**src/rtl/spi_tx_master.sv**
```systemverilog
// SPI master transmitter: valid/ready word in, MSB-first serial out, all four SPI modes.
// Optional SPI_TX_BURST_EN lets back-to-back words share one chip-select assertion.
module spi_tx_master #(
    parameter int DATA_W  = 8,
    parameter int CLK_DIV = 4,
    parameter bit CPOL    = 1'b0,
    parameter bit CPHA    = 1'b0
) (
    input  logic              clk,
    input  logic              rst,
    input  logic [DATA_W-1:0] in_data,
    input  logic              in_valid,
    output logic              in_ready,
    output logic              sclk_out,
    output logic              mosi_out,
    output logic              cs_n_out,
    output logic              busy
);
    localparam int BIT_W = $clog2(DATA_W + 1);
    localparam int DIV_W = $clog2(CLK_DIV + 1);
    localparam logic [DIV_W-1:0] DIV_LAST = DIV_W'(CLK_DIV - 1);
    localparam logic [BIT_W-1:0] BIT_LAST = BIT_W'(DATA_W - 1);

    typedef enum logic [2:0] {IDLE, SETUP, SHIFT, HOLD, GAP} state_t;

    state_t             state;
    logic [DATA_W-1:0]  shreg;
    logic [DIV_W-1:0]   div_cnt;
    logic [BIT_W-1:0]   bit_cnt;
    logic               div_last;
    logic               leading;
    logic               accept;

    assign div_last = (div_cnt == DIV_LAST);
    // sclk still at idle level means the coming toggle is a leading edge
    assign leading  = (sclk_out == CPOL);
    assign busy     = (state != IDLE);
    assign accept   = in_valid && in_ready;

`ifdef SPI_TX_BURST_EN
    assign in_ready = !rst && ((state == IDLE) || (state == HOLD && div_last));
`else
    assign in_ready = !rst && (state == IDLE);
`endif

    always_ff @(posedge clk or posedge rst) begin
        if (rst) begin
            state    <= IDLE;
            shreg    <= '0;
            div_cnt  <= '0;
            bit_cnt  <= '0;
            sclk_out <= CPOL;
            mosi_out <= 1'b0;
            cs_n_out <= 1'b1;
        end else begin
            div_cnt <= div_last ? '0 : div_cnt + DIV_W'(1);
            case (state)
                IDLE: begin
                    div_cnt <= '0;
                    if (accept) begin
                        state    <= SETUP;
                        shreg    <= in_data;
                        bit_cnt  <= '0;
                        cs_n_out <= 1'b0;
                        sclk_out <= CPOL;
                        mosi_out <= CPHA ? 1'b0 : in_data[DATA_W-1];
                    end
                end
                SETUP: if (div_last) state <= SHIFT;
                SHIFT: if (div_last) begin
                    sclk_out <= ~sclk_out;
                    if (leading) begin
                        if (CPHA) begin
                            mosi_out <= shreg[DATA_W-1];
                            shreg    <= {shreg[DATA_W-2:0], 1'b0};
                        end
                    end else if (bit_cnt == BIT_LAST) begin
                        state   <= HOLD;
                        bit_cnt <= '0;
                    end else begin
                        bit_cnt <= bit_cnt + BIT_W'(1);
                        if (!CPHA) begin
                            mosi_out <= shreg[DATA_W-2];
                            shreg    <= {shreg[DATA_W-2:0], 1'b0};
                        end
                    end
                end
                HOLD: if (div_last) begin
`ifdef SPI_TX_BURST_EN
                    if (accept) begin
                        // chained word: cs_n stays low, GAP skipped
                        state    <= SETUP;
                        shreg    <= in_data;
                        bit_cnt  <= '0;
                        sclk_out <= CPOL;
                        mosi_out <= CPHA ? 1'b0 : in_data[DATA_W-1];
                    end else begin
                        state    <= GAP;
                        cs_n_out <= 1'b1;
                        mosi_out <= 1'b0;
                    end
`else
                    state    <= GAP;
                    cs_n_out <= 1'b1;
                    mosi_out <= 1'b0;
`endif
                end
                GAP: if (div_last) state <= IDLE;
                default: state <= IDLE;
            endcase
        end
    end
endmodule

```
**config.mk**
```make
export PLATFORM = sky130hd
export DESIGN_NAME = spi_tx_master
export DESIGN_NICKNAME = d
export VERILOG_FILES = /design/src/rtl/spi_tx_master.sv
export SDC_FILE = /design/constraint.sdc
export NUM_CORES = 1
export LEC_CHECK = 0
export ABC_AREA = 1
export CAP_MARGIN = 20
export CORE_MARGIN = 1
export CORE_UTILIZATION = 32
export CTS_BUF_LIST = sky130_fd_sc_hd__clkbuf_4 sky130_fd_sc_hd__clkbuf_8
export DETAILED_ROUTE_END_ITERATION = 8
export PLACE_DENSITY_LB_ADDON = 0.12
export SLEW_MARGIN = 20
export SYNTH_ARGS = -nofsm -noshare
export SYNTH_HDL_FRONTEND = slang
export SYNTH_SLANG_ARGS = --single-unit
```
**constraint.sdc**
```tcl
create_clock -name clk -period 1.5 [get_ports clk]
set_input_delay 0.3 -clock clk [delete_from_list [all_inputs] [get_ports clk]]
set_output_delay 0.3 -clock clk [all_outputs]
set_load 0.01 [all_outputs]
```
# Word level (Yosys, flattened, before mapping)
# Cells that the tools add are included.
# totals
out_inout_bits,5
ff_bits,20
wordCells,69
# classes
n_mux,31
bitwise_logic,1
eq_ne,14
n_addsub,2
reduce_logical,14
# ops
cell,n
$mux 7,4
$mux 3,9
$mux 4,4
$ne 2x2->1 const B,8
$pmux 3 s5,1
$pmux 7 s2,1
$eq 3x2->1 const B,3
$mux 1,8
$pmux 4 s2,1
$reduce_and 7->1,1
$reduce_and 3->1,2
$reduce_and 6->1,1
$reduce_bool 3->1,2
$reduce_and 5->1,1
$add 4x1->4 const B,1
$eq 4x3->1 const B,1
$pmux 1 s2,2
$reduce_and 4->1,1
$reduce_bool 2->1,2
$add 3x1->3 const B,1
$eq 3x1->1 const B,1
$eq 3x3->1 const B,1
$logic_not 3->1,1
$pmux 1 s3,1
other kinds (3),4

# Depth between registers and ports, before layout
# Gate-level depths: netlist of run 1.
# logic_depth
word_depth,5
ltp_mapped,8

# Worst setup path after synthesis of run 1
# OpenSTA, ideal clock, no wires.
# synth_timing
path_type,in2reg
from,input rst
to,register state[0]
t_required_ns,1.381
cell_stages,8
path_slack_ns,-0.069
t_arrival_ns,1.450
setup_time_ns,0.119
path_cell_list,inv_1 nand2_1 nand3_2 nand2_1 nor2_4 nand2_2 nand2_1 nand2_1
# synth_via
elab_chain_cells,5
# synth_lines
element,line_no,source
"start, declared",10,"input logic rst,"
$logic_not 1->1 (no source line),-,
$logic_and 1x1->1,43,assign in_ready = !rst && (state == IDLE);
$logic_and 1x1->1,38,assign accept = in_valid && in_ready;
$ne 2x2->1 (no source line),-,
$reduce_and 7->1 (no source line),-,
"end signal, assigned",48,state <= IDLE;
"end signal, assigned",61,state <= SETUP;
"end signal, assigned",69,SETUP: if (div_last) state <= SHIFT;
"end, declared",26,state_t state;
# Every way passes these cells.
# A chain may end at the register's enable or synchronous reset.

# Worst setup path after layout of run 1
# layout_timing
from,register mosi_out
to,output mosi_out
# layout_rtl
element,line_no,source
"start, declared",15,"output logic mosi_out,"
"start signal, assigned",66,mosi_out <= CPHA ? 1'b0 : in_data[DATA_W-1];
"start signal, assigned",74,mosi_out <= shreg[DATA_W-1];
"start signal, assigned",83,mosi_out <= shreg[DATA_W-2];
# No word-level cell between the ends.

==> results of run 1 <==
## sequential cells by signal, summed over array words and instances (netlist names)
| register | count |
|---|---|
| bit_cnt | 4 |
| cs_n_out | 1 |
| div_cnt | 3 |
| mosi_out | 1 |
| sclk_out | 1 |
| shreg | 7 |
| state | 3 |
## final cells by class
class | count | area (µm²) | share of cell area, %
Multi-Input combinational cell | 120 | 652 | 41.4
Sequential cell | 20 | 502 | 31.9
Timing Repair Buffer | 31 | 265 | 16.9
Tap cell | 46 | 57.6 | 3.66
Clock buffer | 4 | 48.8 | 3.10
Inverter | 11 | 47.5 | 3.02
## power groups by stage
stage | combinational (mW) | clock (mW) | sequential (mW)
global placement | 1.66 | 0 | 0.886
finish | 1.69 | 0.388 | 0.884
global route | 1.92 | 0.440 | 0.907
detailed placement | 1.68 | 0 | 0.893
CTS | 1.69 | 0.403 | 0.885
floorplan | 1.11 | 0 | 0.921
## per-layer routing
metal | track usage, % | part of all wire, % | vias up
met2 | 23.9 | 44 | 14
met4 | 5.97 | 2.0 | 0
met3 | 2.36 | 2.6 | 5
li1 | - | - | 556
met1 | 19.0 | 51 | 492
met5 | 0 | 0 | -
## final timing paths
check / start / to / slack [ps] / cells past startpoint
max reg2reg: state[2] / state[0] / 70 / 8
max: mosi_out / mosi_out / 60 / 1
max in group asynchronous: rst / cs_n_out / 720 / 3
min reg2reg: div_cnt[0] / div_cnt[0] / 440 / 1
min: div_cnt[0] / div_cnt[0] / 440 / 1
min in group asynchronous: rst / shreg[2] / 510 / 3
## layout by cell type (no fill, tap or decap), drive strengths merged
cell,n
nand3,15
buf,17
clkinvlp,1
dfrtp,19
dfstp,1
nor2,12
nor3,1
nand4,4
nand2,71
nor3b,3
dlymetal6s2s,1
clkbuf,5
o21ai,10
clkdlybuf4s50,11
ha,2
a21oi,2
inv,10
dlygate4sd2,1
## timing repair
action / CTS / global route
endpoints found under the hold margin: 0 / 0
endpoints found under the setup margin: 10 / 15
setup buffers: 1 / 0
gates resized for setup: 9 / 8
pin swaps: 2 / 2
## kinds of logic (layout without fill, tap and decap cells)
| group | after synthesis | in the layout | share of synthesized area (%) |
|---|---|---|---|
| buffers and inverters | 13 | 46 | 5.31 |
| DFF | 20 | 20 | 41.8 |
| adders and majority gates | 2 | 2 | 2.08 |
| and+or+nand+nor | 106 | 106 | 44.9 |
| AOI/OAI and AO/OA | 12 | 12 | 5.94 |
==> summary.md, run 1 <==
| Metric | Value |
|---|---|
| Largest net degree at the start of global routing | 21 |
| Critical path capture point type | primary output |
| Hold Fails Final Rpt | 0 |
| Placed cell area | 0.00150 mm² |
| Dpl ws | -241 ps |
| # rows | 21 |
| Initial drt markers | 33 |
| Via count | around 1,100 |
| Outcome | completed |
| DPL Wire Length | between 1.5 and 2 mm |
| Max_cap viols | 0 |
| Starting Density | between 30% and 40% |
| Worst IR Drop VDD | roughly 0.00094 V |
| Overflow left after global routing | 0 |
| CTS Buffer Depth | 2 |
| Core footprint | between 0.003 and 0.004 mm² |
| Pwr/cell area | 1890 mW/mm² |
| Syn Inst Count | ~150 |
| Vias in the first global route | approximately 1,000 |
| Area Overhead vs Synth | 30.9% |
| Syn_nets | 166 |
| Hold_ws | around 440 ps |
| Leakage | slightly below 0.8 nW |
| Average wire per standard cell | roughly 11 µm |
| Share of the synthesized area in the top cell type | roughly two fifths |
| Global-route wire length before repair | about 4.6 mm |
| Syn Area/Cell | about 7.9 µm² |
| Cell Count, Final, Fillers Out | 232 |
| Slew headroom | approximately four fifths |
| # diodes | 0 |
| Worst-skew pair later-pin latency | approximately 260 ps |
| Synth top area cells | dfrtp_1 40%, nand2_1 21%, nand3_1 4.2%, nand3_2 4.2%, nor2_8 3.3% |
| Final Util | approximately 45% |
| Share of cells above drive strength 1 | ~26% |
| Vias per inst | approximately 4.6 |
| Async SR Flop Fraction | between 90% and 100% |
| Setup violations, final | 0 |
| Mapped Area | 0.00120 mm² |
| Slowest-stage cell, CP | clkdlybuf4s50_1 |
| Net load switching power | approximately 1.3 mW |
| Number of library cell types mapped by synthesis | 22 |
| Fillers | 364 |
| CP Class | reg2out |
| CP max FO | 2 |
| HP Class | reg2reg |
| Clock sink count | 20 |
| Fmax | between 0.6 and 0.7 GHz |
| Drt pass-1 iters | 4 |
| Initial antenna violation count | 0 |
| Synth area leader | dfrtp_1 |
| Clock power frac | between 10% and 20% |
| Final worst path period need | 1440 ps |
| Buf/Inv on CP | 1 |
| Most frequent cell after synthesis | nand2_1 |
| Slew Viols, Final | 0 |
| Clock Tree Root | clkbuf_8 |
| Hold buffer count at cts | 0 |
| Post-route DRC | 0 |
| GRT Total Usage | roughly 15% |
| Combinational Power Share | 57.1% |
| Clk_skew | approximately 6.4 ps |
| Antenna Nets Post-Route | 0 |
| Final critical-path share of the clock period | a little over nine tenths |
| H-tree level count | 1 |
| Worst-Margin Slew | ~270 ps |
| DIE AREA | about 0.004 mm² |
| YS warnings | 0 |
| Worst setup margin | 56.4 ps |
| Critical Path AT | 1140 ps |
| Die outline width | between 60 and 70 µm |
| Switch share | between 40 and 50% |
| Fin nets | 200 |
| Final Routed Wirelength | ~2.6 mm |
| Crit path required time | 1200 ps |
| EDFF count, synth | 0 |
| RSZ-0062 raised after global routing | yes |
| Critical Path, Cell by Cell | clkdlybuf4s50_1 |
| Internal Power | roughly 1.7 mW |
| Total Power | about 3.0 mW |
| Total negative slack | 0 ps |
| Clk pin slew, worst setup/hold paths | around 80 ps |
| CP max stage delay | 530 ps |
| IO buf count | 15 |
| TritonCTS buffer count | 3 |
| Top cells by count, synth | 66 x nand2_1, 19 x dfrtp_1, 10 x nand3_1 |
| Placed insts | around 230 |
| Post-route cell area | ~0.0016 mm² |
| Sequential share of the synthesized area | 41.8% |
| Placer Congestion | approximately 0.74 |
| Predominant post-synthesis flop cell | dfrtp_1 |
| I/O pin count | 16 |
| CTS tree | built |
| Part of the power in registers | between 20 and 30% |
| Crit-path leading delay family | buffers and inverters |
| Die Y | around 63 µm |
| FF+latch count, synth | 20 |
| CP Launch Type | register |
No activity file was read; power rests on OpenSTA's default activity.
==> inputs of run 2 (changes only) <==
--- a/config.mk
+++ b/config.mk
@@ -8,11 +8,11 @@
 export ABC_AREA = 1
 export CAP_MARGIN = 20
 export CORE_MARGIN = 1
-export CORE_UTILIZATION = 32
+export CORE_UTILIZATION = 31
 export CTS_BUF_LIST = sky130_fd_sc_hd__clkbuf_4 sky130_fd_sc_hd__clkbuf_8
 export DETAILED_ROUTE_END_ITERATION = 8
 export PLACE_DENSITY_LB_ADDON = 0.12
-export SLEW_MARGIN = 20
+export SLEW_MARGIN = 0
 export SYNTH_ARGS = -nofsm -noshare
 export SYNTH_HDL_FRONTEND = slang
 export SYNTH_SLANG_ARGS = --single-unit
==> summary.md, run 2 (synthesis results as in run 1) <==
| Metric | Value |
|---|---|
| Slew Viols, Final | 0 |
| Area Overhead vs Synth | 30.8% |
| Starting Density | between 30% and 40% |
| Post-route cell area | around 0.0016 mm² |
| Overflow left after global routing | 0 |
| DIE AREA | between 0.004 and 0.005 mm² |
| Clock sink count | 20 |
| # rows | 22 |
| IO buf count | 15 |
| Critical Path, Cell by Cell | clkdlybuf4s50_1 |
| Biggest register | shreg |
| CP max FO | 2 |
| Slew headroom | approximately four fifths |
| Final critical-path share of the clock period | about 96% |
| Leakage | ~0.79 nW |
| Outcome | completed |
| Antenna Nets Post-Route | 0 |
| Final worst path period need | roughly 1400 ps |
| Hold buffer count at cts | 0 |
| Final Routed Wirelength | 2.80 mm |
| Worst IR Drop VDD | just over 0.0008 V |
| Share of cells above drive strength 1 | a little over a quarter |
| Setup crit start | mosi_out |
| Vias in the first global route | about 1,100 |
| Via count | around 1,100 |
| Initial drt markers | 37 |
| CTS Buffer Depth | 2 |
| Max reg flops | 7 |
| GRT Total Usage | roughly 15% |
| Vias per inst | ~4.6 |
| H-tree level count | 1 |
| Fmax | around 0.70 GHz |
| RSZ-0062 raised after global routing | no |
| Die Y | ~64 µm |
| Setup violations, final | 0 |
| Clk_skew | ~3.4 ps |
| Regs by FF count | shreg x7, bit_cnt x4 |
| CTS tree | built |
| Placer Congestion | between 0.7 and 0.8 |
| Crit path required time | between 1000 and 1500 ps |
| Global-route wire length before repair | about 4.8 mm |
| CP Launch Type | register |
| Worst-skew pair later-pin latency | approximately 260 ps |
| # diodes | 0 |
| Clock Tree Root | clkbuf_8 |
| Buf/Inv on CP | 1 |
| Max_cap viols | 0 |
| Hold Fails Final Rpt | 0 |
| Commonest non-fill, non-tap cell in the layout | nand2_1 |
| Initial antenna violation count | 0 |
| Slowest-stage cell, CP | clkdlybuf4s50_1 |
| Critical path capture point type | primary output |
| Crit-path leading delay family | buffers and inverters |
| Worst-Margin Slew | ~280 ps |
| CP max stage delay | approximately 530 ps |
| Final Util | a little over two fifths |
| Clk pin slew, worst setup/hold paths | approximately 80 ps |
| Placed cell area | ~0.0015 mm² |
| Die outline width | 64.2 µm |
| Pwr/cell area | 1900 mW/mm² |
| Fin nets | around 200 |
| Average wire per standard cell | 12.0 µm |
| RR Startpoint | state[2] |
| Core footprint | ~0.0037 mm² |
| TritonCTS buffer count | 3 |
| Most frequent cells in the layout | 63 x nand2_1, 19 x dfrtp_1, 15 x buf_4 |
| I/O pin count | 16 |
| HP Class | in2async |
| CP Class | reg2out |
| Largest net degree at the start of global routing | 21 |
| Post-route DRC | 0 |
| DPL Wire Length | 2.07 mm |
| Drt pass-1 iters | 4 |
| Critical Path AT | 1140 ps |
-- run 2: cell types whose count changed in the layout (fill, tap and decap cells not counted), sizes merged --
cell,delta
dlymetal6s2s,+1
clkdlybuf4s50,-1
clkbuf,-1
-- run 2: cell type report --
class                           instances  area, µm²
Fill cell                             383       2120
Multi-Input combinational cell        120        653
Sequential cell                        20        502
Timing Repair Buffer                   30        256
Tap cell                               48       60.1
Clock buffer                            4       55.1
Inverter                               11       45.0
-- run 2: metrics by stage --
step	setup slack, ps	hold slack [ps]	total power [mW]	instances	setup TNS (ps)
6_report	62.0	198	2.99	233	0
5_1_grt	1.58	227	3.28	233	0
4_1_cts	2.39	453	3.02	233	0
3_5_place_dp	-267	442	2.61	229	-3170
3_3_place_gp	-234	424	2.57	229	-2250
2_1_floorplan	112	156	2.03	153	0
-- run 2: final timing paths --
check,endpoint,slack [ps],cells after the start
worst max-delay path,mosi_out,60,1
worst min-delay path,shreg[3],200,3
worst max register to register,shreg[2],110,9
worst min register to register,div_cnt[0],440,1
max in group asynchronous,cs_n_out,1030,3
min in group clk,div_cnt[0],440,1
-- run 2: power by group --
part | total, mW | switching [mW] | leakage, nW | internal [mW]
clock network | 0.424 | 0.191 | 0.0288 | 0.234
logic | 1.68 | 1.00 | 0.512 | 0.681
registers | 0.884 | 0.122 | 0.252 | 0.762
total | 2.99 | 1.31 | 0.793 | 1.68
-- run 2: per-layer routing --
| metal | vias to the layer above | GRT usage [%] | part of all wire [%] |
|---|---|---|---|
| li1 | 554 | - | - |
| met3 | 4 | 3.39 | 2.6 |
| met1 | 498 | 18.9 | 49 |
| met4 | 0 | 4.72 | 1.4 |
| met2 | 12 | 25.1 | 47 |
| met5 | - | 0 | 0 |
-- run 2: worst reg2reg max path: cells and delay by family (launching register included) --
| family | cells | cell delay (ps) |
|---|---|---|
| DFF | 1 | 410 |
| buffers and inverters | 3 | 490 |
| and+or+nand+nor | 6 | 440 |
-- run 2: timing repair --
| item | 4_1_cts | 5_1_grt |
|---|---|---|
| setup buffers | 0 | 0 |
| hold endpoints to repair | 0 | 0 |
| resized for setup | 10 | 8 |
| pin swaps | 2 | 1 |
| setup endpoints to repair | 10 | 14 |
